[src/rtl/cpu_pkg.sv]
// rtl/cpu_pkg.sv - shared encodings for the multi-cycle control unit
// FSM state codes, opcode constants, immediate modes and ALU operations.
package cpu_pkg;

    typedef logic [3:0] state_t;

    localparam state_t S_FETCH    = 4'd0;
    localparam state_t S_DECODE   = 4'd1;
    localparam state_t S_MEMADR   = 4'd2;
    localparam state_t S_MEMREAD  = 4'd3;
    localparam state_t S_MEMWB    = 4'd4;
    localparam state_t S_MEMWRITE = 4'd5;
    localparam state_t S_EXECR    = 4'd6;
    localparam state_t S_EXECI    = 4'd7;
    localparam state_t S_ALUWB    = 4'd8;
    localparam state_t S_BRANCH   = 4'd9;
    localparam state_t S_HALT     = 4'd10;

    localparam logic [6:0] OP_LOAD   = 7'b0000011;
    localparam logic [6:0] OP_STORE  = 7'b0100011;
    localparam logic [6:0] OP_RTYPE  = 7'b0110011;
    localparam logic [6:0] OP_ITYPE  = 7'b0010011;
    localparam logic [6:0] OP_BRANCH = 7'b1100011;

    localparam logic [1:0] IMM_I    = 2'b00;
    localparam logic [1:0] IMM_S    = 2'b01;
    localparam logic [1:0] IMM_B    = 2'b10;
    localparam logic [1:0] IMM_RSVD = 2'b11;

    localparam logic [2:0] ALU_ADD = 3'b000;
    localparam logic [2:0] ALU_SUB = 3'b001;
    localparam logic [2:0] ALU_AND = 3'b010;
    localparam logic [2:0] ALU_OR  = 3'b011;
    localparam logic [2:0] ALU_SLT = 3'b101;

endpackage

[src/rtl/alu_decoder.sv]
// rtl/alu_decoder.sv - funct3/funct7b5 to ALU operation decode
// use_funct7 is high only for register-register ops, where bit 30 selects sub.
module alu_decoder
    import cpu_pkg::*;
(
    input  logic [2:0] funct3,
    input  logic       funct7b5,
    input  logic       use_funct7,
    output logic [2:0] alu_control
);

    always_comb begin
        alu_control = ALU_ADD;
        case (funct3)
            3'b000:  alu_control = (use_funct7 && funct7b5) ? ALU_SUB : ALU_ADD;
            3'b010:  alu_control = ALU_SLT;
            3'b110:  alu_control = ALU_OR;
            3'b111:  alu_control = ALU_AND;
            default: alu_control = ALU_ADD;
        endcase
    end

endmodule

[src/rtl/multi_cycle_control.sv]
// rtl/multi_cycle_control.sv - Moore FSM sequencing a multi-cycle datapath
// Outputs depend on state only, except fetch/branch write strobes and reset overrides.
module multi_cycle_control
    import cpu_pkg::*;
#(
    parameter logic RESET_PC_WRITE = 1'b0
) (
    input  logic       clk,
    input  logic       rst,
    input  logic [6:0] opcode,
    input  logic [2:0] funct3,
    input  logic       funct7b5,
    input  logic       zero,
    input  logic       mem_ready,
    output logic       pc_write,
    output logic       adr_src,
    output logic       mem_write,
    output logic       ir_write,
    output logic       reg_write,
    output logic [1:0] result_src,
    output logic [1:0] alu_src_a,
    output logic [1:0] alu_src_b,
    output logic [1:0] imm_select,
    output logic [2:0] alu_control,
    output logic       illegal
);

    state_t     state;
    state_t     next_state;
    logic [2:0] dec_alu;

    alu_decoder u_alu_decoder (
        .funct3      (funct3),
        .funct7b5    (funct7b5),
        .use_funct7  (state == S_EXECR),
        .alu_control (dec_alu)
    );

    // illegal is raised on the edge that enters HALT, so it is visible in HALT itself
    always_ff @(posedge clk) begin
        if (rst) begin
            state   <= S_FETCH;
            illegal <= 1'b0;
        end else begin
            state <= next_state;
            if (next_state == S_HALT) begin
                illegal <= 1'b1;
            end
        end
    end

    always_comb begin
        next_state = state;
        case (state)
            S_FETCH:    if (mem_ready) next_state = S_DECODE;
            S_DECODE: begin
                case (opcode)
                    OP_LOAD, OP_STORE: next_state = S_MEMADR;
                    OP_RTYPE:          next_state = S_EXECR;
                    OP_ITYPE:          next_state = S_EXECI;
                    OP_BRANCH:         next_state = S_BRANCH;
                    default:           next_state = S_HALT;
                endcase
            end
            S_MEMADR:   next_state = (opcode == OP_STORE) ? S_MEMWRITE : S_MEMREAD;
            S_MEMREAD:  if (mem_ready) next_state = S_MEMWB;
            S_MEMWB:    next_state = S_FETCH;
            S_MEMWRITE: if (mem_ready) next_state = S_FETCH;
            S_EXECR:    next_state = S_ALUWB;
            S_EXECI:    next_state = S_ALUWB;
            S_ALUWB:    next_state = S_FETCH;
            S_BRANCH:   next_state = S_FETCH;
            S_HALT:     next_state = S_HALT;
            default:    next_state = S_FETCH;
        endcase
    end

    always_comb begin
        pc_write    = 1'b0;
        adr_src     = 1'b0;
        mem_write   = 1'b0;
        ir_write    = 1'b0;
        reg_write   = 1'b0;
        result_src  = 2'b00;
        alu_src_a   = 2'b00;
        alu_src_b   = 2'b00;
        imm_select  = IMM_I;
        alu_control = ALU_ADD;
        case (state)
            S_FETCH: begin
                alu_src_b  = 2'b10;
                result_src = 2'b10;
                ir_write   = mem_ready;
                pc_write   = mem_ready;
            end
            S_DECODE: begin
                alu_src_a  = 2'b01;
                alu_src_b  = 2'b01;
                imm_select = IMM_B;
            end
            S_MEMADR: begin
                alu_src_a  = 2'b10;
                alu_src_b  = 2'b01;
                imm_select = (opcode == OP_STORE) ? IMM_S : IMM_I;
            end
            S_MEMREAD: adr_src = 1'b1;
            S_MEMWRITE: begin
                adr_src   = 1'b1;
                mem_write = 1'b1;
            end
            S_MEMWB: begin
                result_src = 2'b01;
                reg_write  = 1'b1;
            end
            S_EXECR: begin
                alu_src_a   = 2'b10;
                alu_control = dec_alu;
            end
            S_EXECI: begin
                alu_src_b   = 2'b01;
                alu_control = dec_alu;
            end
            S_ALUWB: reg_write = 1'b1;
            S_BRANCH: begin
                alu_src_a   = 2'b10;
                alu_control = ALU_SUB;
                pc_write    = zero;
            end
            default: ;
        endcase
        // Reset overrides the state decode so enables are quiet before the first edge
        if (rst) begin
            pc_write  = RESET_PC_WRITE;
            adr_src   = 1'b0;
            mem_write = 1'b0;
            ir_write  = 1'b0;
            reg_write = 1'b0;
        end
    end

endmodule
[config.mk]
export PLATFORM = sky130hd
export DESIGN_NAME = multi_cycle_control
export DESIGN_NICKNAME = d
export VERILOG_FILES = /design/src/rtl/cpu_pkg.sv /design/src/rtl/alu_decoder.sv /design/src/rtl/multi_cycle_control.sv
export SDC_FILE = /design/constraint.sdc
export NUM_CORES = 1
export LEC_CHECK = 0
export CORE_MARGIN = 10
export CORE_UTILIZATION = 41
export DETAILED_ROUTE_END_ITERATION = 16
export PLACE_DENSITY_LB_ADDON = 0.25
export SETUP_SLACK_MARGIN = 0.4
export SLEW_MARGIN = 20
export SYNTH_ARGS = -nofsm -noshare
export SYNTH_HDL_FRONTEND = slang
export SYNTH_SLANG_ARGS = --single-unit
[constraint.sdc]
create_clock -name clk -period 2.52 [get_ports clk]
set_input_delay 0.378 -clock clk [delete_from_list [all_inputs] [get_ports clk]]
set_output_delay 0.378 -clock clk [all_outputs]
set_load 0.005 [all_outputs]
# After elaboration in Yosys (flattened, before gate mapping)
# Cells that the tools add are included.
classes:
  eq_ne: 19
  mux: 24
  reduce_logical: 9
ops:
  columns: ["cell", "count"]
  rows:
  - ["$pmux W4 S7", 1]
  - ["$eq A4 B3 Y1 const B", 4]
  - ["$eq A4 B4 Y1 const B", 4]
  - ["$pmux W2 S2", 4]
  - ["$pmux W4 S4", 1]
  - ["$eq A7 B6 Y1 const B", 2]
  - ["$mux W4", 3]
  - ["$pmux W3 S4", 1]
  - ["$mux W1", 11]
  - ["$eq A4 B2 Y1 const B", 2]
  - ["$reduce_or A2 Y1", 4]
  - ["$eq A7 B2 Y1 const B", 1]
  - ["$eq A7 B5 Y1 const B", 1]
  - ["$eq A7 B7 Y1 const B", 1]
  - ["$eq A3 B3 Y1 const B", 2]
  - ["$pmux W3 S2", 1]
  - ["$reduce_or A3 Y1", 2]
  - ["$eq A4 B1 Y1 const B", 1]
  - ["$logic_not A4 Y1", 1]
  - ["$eq A3 B2 Y1 const B", 1]
  - ["$logic_not A3 Y1", 1]
  - ["$mux W3", 1]
  - ["$pmux W1 S2", 1]
  - ["$logic_and A1 B1 Y1", 1]
word_totals:
  regBits: 5
  inputBits: 15
  out_inout_bits: 17
  word_cells: 54

# Depth between registers and ports, before layout
depth:
  depth_word: 5
  mapped_depth: 5
  ltp_nobuf: 4

# Cells and area by module
# Synthesis repeated with hierarchy kept, for this count alone.
hier_totals:
  cells_unflattened: 84
  area_unflattened_um2: 636.9
modules_own_cells:
  columns: ["module", "n_inst", "cells_each", "area_each_um2", "seq_area_each_um2"]
  rows:
  - ["multi_cycle_control", 1, 79, 608.1, 100.1]
  - ["alu_decoder", 1, 5, 28.8, 0.0]

# Least setup slack after synthesis
# Ideal clock, no wire load.
synth_path:
  path_kind: "flip-flop to output port"
  start: "register state[3]"
  end: "output port pc_write"
  arrival_time_ns: 1.093
  required_ns: 2.142
  slack_ns: 1.049
  stages_incl_launch_ff: 5
  path_buffers: 1
  path_cell_list: "dfxtp_1 > buf_4 > nor4_2 > and3_1 > a41o_1"
synth_via:
  elab_chain_len: 3
  word_cells_on_any_way: 4
  cone_classes: "1 x eq/ne; 2 x mux; 1 x reduce/logical"
synth_rtl:
  columns: ["item", "line", "source"]
  rows:
  - ["start, declared", "multi_cycle_control.sv:28", "state_t state;"]
  - ["start signal, assigned", "multi_cycle_control.sv:45", "state <= next_state;"]
  - ["$eq A4 B4 Y1 or $logic_not A4 Y1 (tied branches)", "multi_cycle_control.sv:89", "case (state)"]
  - ["$pmux W1 S2 *", "multi_cycle_control.sv:89", null]
  - ["$mux W1 *", "multi_cycle_control.sv:132", "if (rst) begin"]
  - ["end, declared", "multi_cycle_control.sv:15", "output logic pc_write,"]
# Every way passes the cells marked *; elsewhere a longest branch is shown, timed or not.

# Final worst setup path
layout_path:
  start: "register state[2]"
  end: "output port adr_src"
layout_via:
  elab_chain_len: 4
  word_cells_on_any_way: 5
  cone_classes: "2 x eq/ne; 2 x mux; 1 x reduce/logical"
layout_rtl:
  columns: ["item", "line", "source"]
  rows:
  - ["$eq A4 B3 Y1 or $eq A4 B2 Y1 (tied branches)", "multi_cycle_control.sv:89", null]
  - ["$reduce_or A2 Y1 (no line) *", null, null]
  - ["$mux W1 *", "multi_cycle_control.sv:89", null]
  - ["$mux W1 *", "multi_cycle_control.sv:132", null]
  - ["end, declared", "multi_cycle_control.sv:16", "output logic adr_src,"]
# Marked as above.

==> flow_metrics.py <==
metrics = {
    "setup_path": {
        "worstSetupEndpointType": "output port",
        "crit_arrival_ns": 1.66,
        "reg2reg_from": "state[1]",
        "required_ns": 2.14,
        "ff2ff_setup_slack_ns": 1.02,
        "worstReg2RegEnd": "illegal",
        "start_kind": "register",
        "critPathMaxFanout": 9,
        "r2r_cells": 6,
        "path_class": "reg2out",
    },
    "yosys": {
        "synth_top_flop_cell": "dfxtp_1",
        "syn_area_um2": 597,
        "ys_warn_count": 0,
        "yosysUniqueCellTypes": 37,
        "async_reset_ff_share_pct": 0,
        "synth-edff-count": 0,
        "avgSynthCellArea_um2": 7.46,
        "ys_ff_latch": 5,
        "synthesis.instances": 80,
        "syn_nets": 95,
        "ys_seq_area_share_pct": 16.8,
    },
    "floorplanning": {
        "fp.dieH_um": 58.2,
        "rows": 13,
        "dieArea_mm2": 0.00338,
        "initial_core_util_pct": 44.7,
        "core-area_mm2": 0.00133,
        "io_pins": 32,
        "die_width_um": 58.2,
    },
    "place": {
        "dpl.hpwl_um": 1590,
        "place_ws_ns": 0.221,
        "numPortBuffers": 31,
        "gp_congestion": 0.796,
        "placed_cells": 123,
    },
    "power": {
        "p_int_mw": 0.265,
        "p_per_area_mw_per_mm2": 392,
        "power_frac_seq_pct": 26.8,
        "vdd_drop_max_uv": 306,
        "combPwrFrac_pct": 51.0,
        "clockPowerShare_pct": 22.2,
        "p_switching_mw": 0.130,
        "switching_share_pct": 32.9,
        "p_leak_nw": 0.491,
    },
    "status": {
        "status": "finished, final reports clean",
    },
    "cts": {
        "holdBufCountCts": 0,
        "cts_buffer_depth": 2,
        "clk_pin_slew_ns": 0.04,
        "cts_tree": "built",
        "cts_sinks": 5,
        "htreeDepth": 1,
        "cts-root-buf": "clkbuf_4",
        "insertion_delay_ns": 0.23,
        "cts_buffers": 3,
    },
    "route": {
        "wl_um": 2100,
        "ant_nets": 0,
        "wl_per_cell_um": 16.2,
        "drc": 0,
        "drt_iter0_markers": 23,
        "drtPass1Iterations": 4,
        "via_count": 726,
        "viasPerCell": 5.63,
    },
    "timing": {
        "setup_viol": 0,
        "tightest_slew_ns": 0.356,
        "slew_violations": 0,
        "finalCritPeriodShare_pct": 80.9,
        "clock_skew_ns": 0.000753,
        "hold_violations": 0,
        "rsz0062_at_grt": "no",
        "slew_headroom_pct": 76.0,
        "final.setup.tns_ns": 0,
        "post-route-min-period_ns": 2.04,
        "hold_slack_ns": 0.476,
        "setup_ws_ns": 0.481,
        "max_freq_mhz": 490,
    },
    "layout": {
        "finalNonFillerCells": 129,
        "final_nets": 130,
        "layout_common_cells": "19 x clkdlybuf4s50_1, 9 x nor2_1, 6 x dlygate4sd2_1, 6 x dlymetal6s2s_1",
        "synthToLayoutAreaGrowth_pct": 69.0,
        "drive_gt1_share_pct": 20.2,
        "final_util_pct": 75.6,
        "diodes": 0,
        "layout.cells.most_common": "clkdlybuf4s50_1",
    },
    "global_route": {
        "grt_first_pass_wirelength_um": 3280,
        "grt_overflow": 0,
        "grt_max_degree": 15,
        "antenna_found_initial": 0,
        "grt_pass1_vias": 677,
        "grt_usage_pct": 11.7,
    },
    "job": {
        "drv_cap": 0,
    },
    "min_path": {
        "hp-class": "reg2reg",
        "hold_start": "illegal",
        "hold_path_end": "illegal",
        "min_path_cells": 1,
    },
}
power by group through the flow:
stage | clock network [mW] | registers [mW] | logic [mW]
2_1_floorplan | 0 | 0.0947 | 0.102
3_3_place_gp | 0 | 0.103 | 0.180
3_5_place_dp | 0 | 0.103 | 0.182
4_1_cts | 0.0927 | 0.103 | 0.187
5_1_grt | 0.0995 | 0.108 | 0.219
6_report | 0.0880 | 0.106 | 0.202
area by class of cell:
| type | count | area (um^2) |
|---|---|---|
| Timing Repair Buffer | 35 | 352 |
| Clock buffer | 4 | 26.3 |
| Tap cell | 15 | 18.8 |
| Inverter | 4 | 15.0 |
| Multi-Input combinational cell | 66 | 488 |
| Sequential cell | 5 | 109 |
| Fill cell | 108 | 325 |
cell usage after synthesis, types with 2 or more instances:
library cell / count / share of area, %
nor2b_1: 4 / 4.2
a21oi_1: 5 / 4.2
nor2_1: 10 / 6.3
nand2_1: 5 / 3.1
o21ai_0: 3 / 2.5
buf_4: 3 / 3.8
inv_1: 4 / 2.5
o21ai_1: 2 / 1.7
a22o_1: 2 / 2.9
nand2b_1: 5 / 5.2
and2b_1: 3 / 3.8
nand3_1: 2 / 1.7
and3_1: 2 / 2.1
dfxtp_1: 5 / 17
nor3_1: 3 / 2.5
cell families after synthesis:
group | count (synthesis) | share of synthesized area (%)
xor gates and xnor gates | 1 | 1.47
and+or+nand+nor | 44 | 46.3
DFF | 5 | 16.8
AOI/OAI and AO/OA | 21 | 26.4
buffers and inverters | 9 | 9.01
sequential cells by signal (all words and copies together), names as in the netlist:
register,cells
state,4
illegal,1
critical path: stages, from the launching register on:
cell             delay, ns
dfxtp_2               0.42
buf_4                 0.22
xor2_1                0.13
and3_1                0.15
clkdlybuf4s50_1       0.50
metal layers:
metal | wire length, um | track usage [%] | share of wire, %
met5 | 0 | 0 | 0
met4 | 0 | 5.03 | 0
met3 | 104 | 2.40 | 5.0
met2 | 1080 | 19.0 | 52
met1 | 911 | 14.3 | 43
timing repair:
| item | in CTS | in global routing |
|---|---|---|
| setup buffers | 1 | 1 |
| resized for setup | 13 | 14 |
| endpoints found under the setup margin | 13 | 7 |
| pin swaps | 3 | 2 |
how the worst max path moves through the flow:
stage / startpoint / end / slack [ns] / cells after the start
2_1_floorplan: state[3] / pc_write / 1.05 / 4
3_3_place_gp: opcode[2] / imm_select[0] / 0.25 / 6
3_5_place_dp: opcode[2] / imm_select[0] / 0.22 / 6
4_1_cts: state[0] / alu_src_b[0] / 0.35 / 4
5_1_grt: state[2] / adr_src / 0.40 / 4
6_report: state[2] / adr_src / 0.48 / 4
stage by stage:
| step | area (um^2) | power (mW) |
|---|---|---|
| 2_1_floorplan | 597 | 0.197 |
| 3_5_place_dp | 902 | 0.285 |
| 5_1_grt | 1010 | 0.427 |
| 3_3_place_gp | 902 | 0.282 |
| 4_1_cts | 953 | 0.383 |
| 6_report | 1010 | 0.395 |
(Power assumes the default switching activity.)
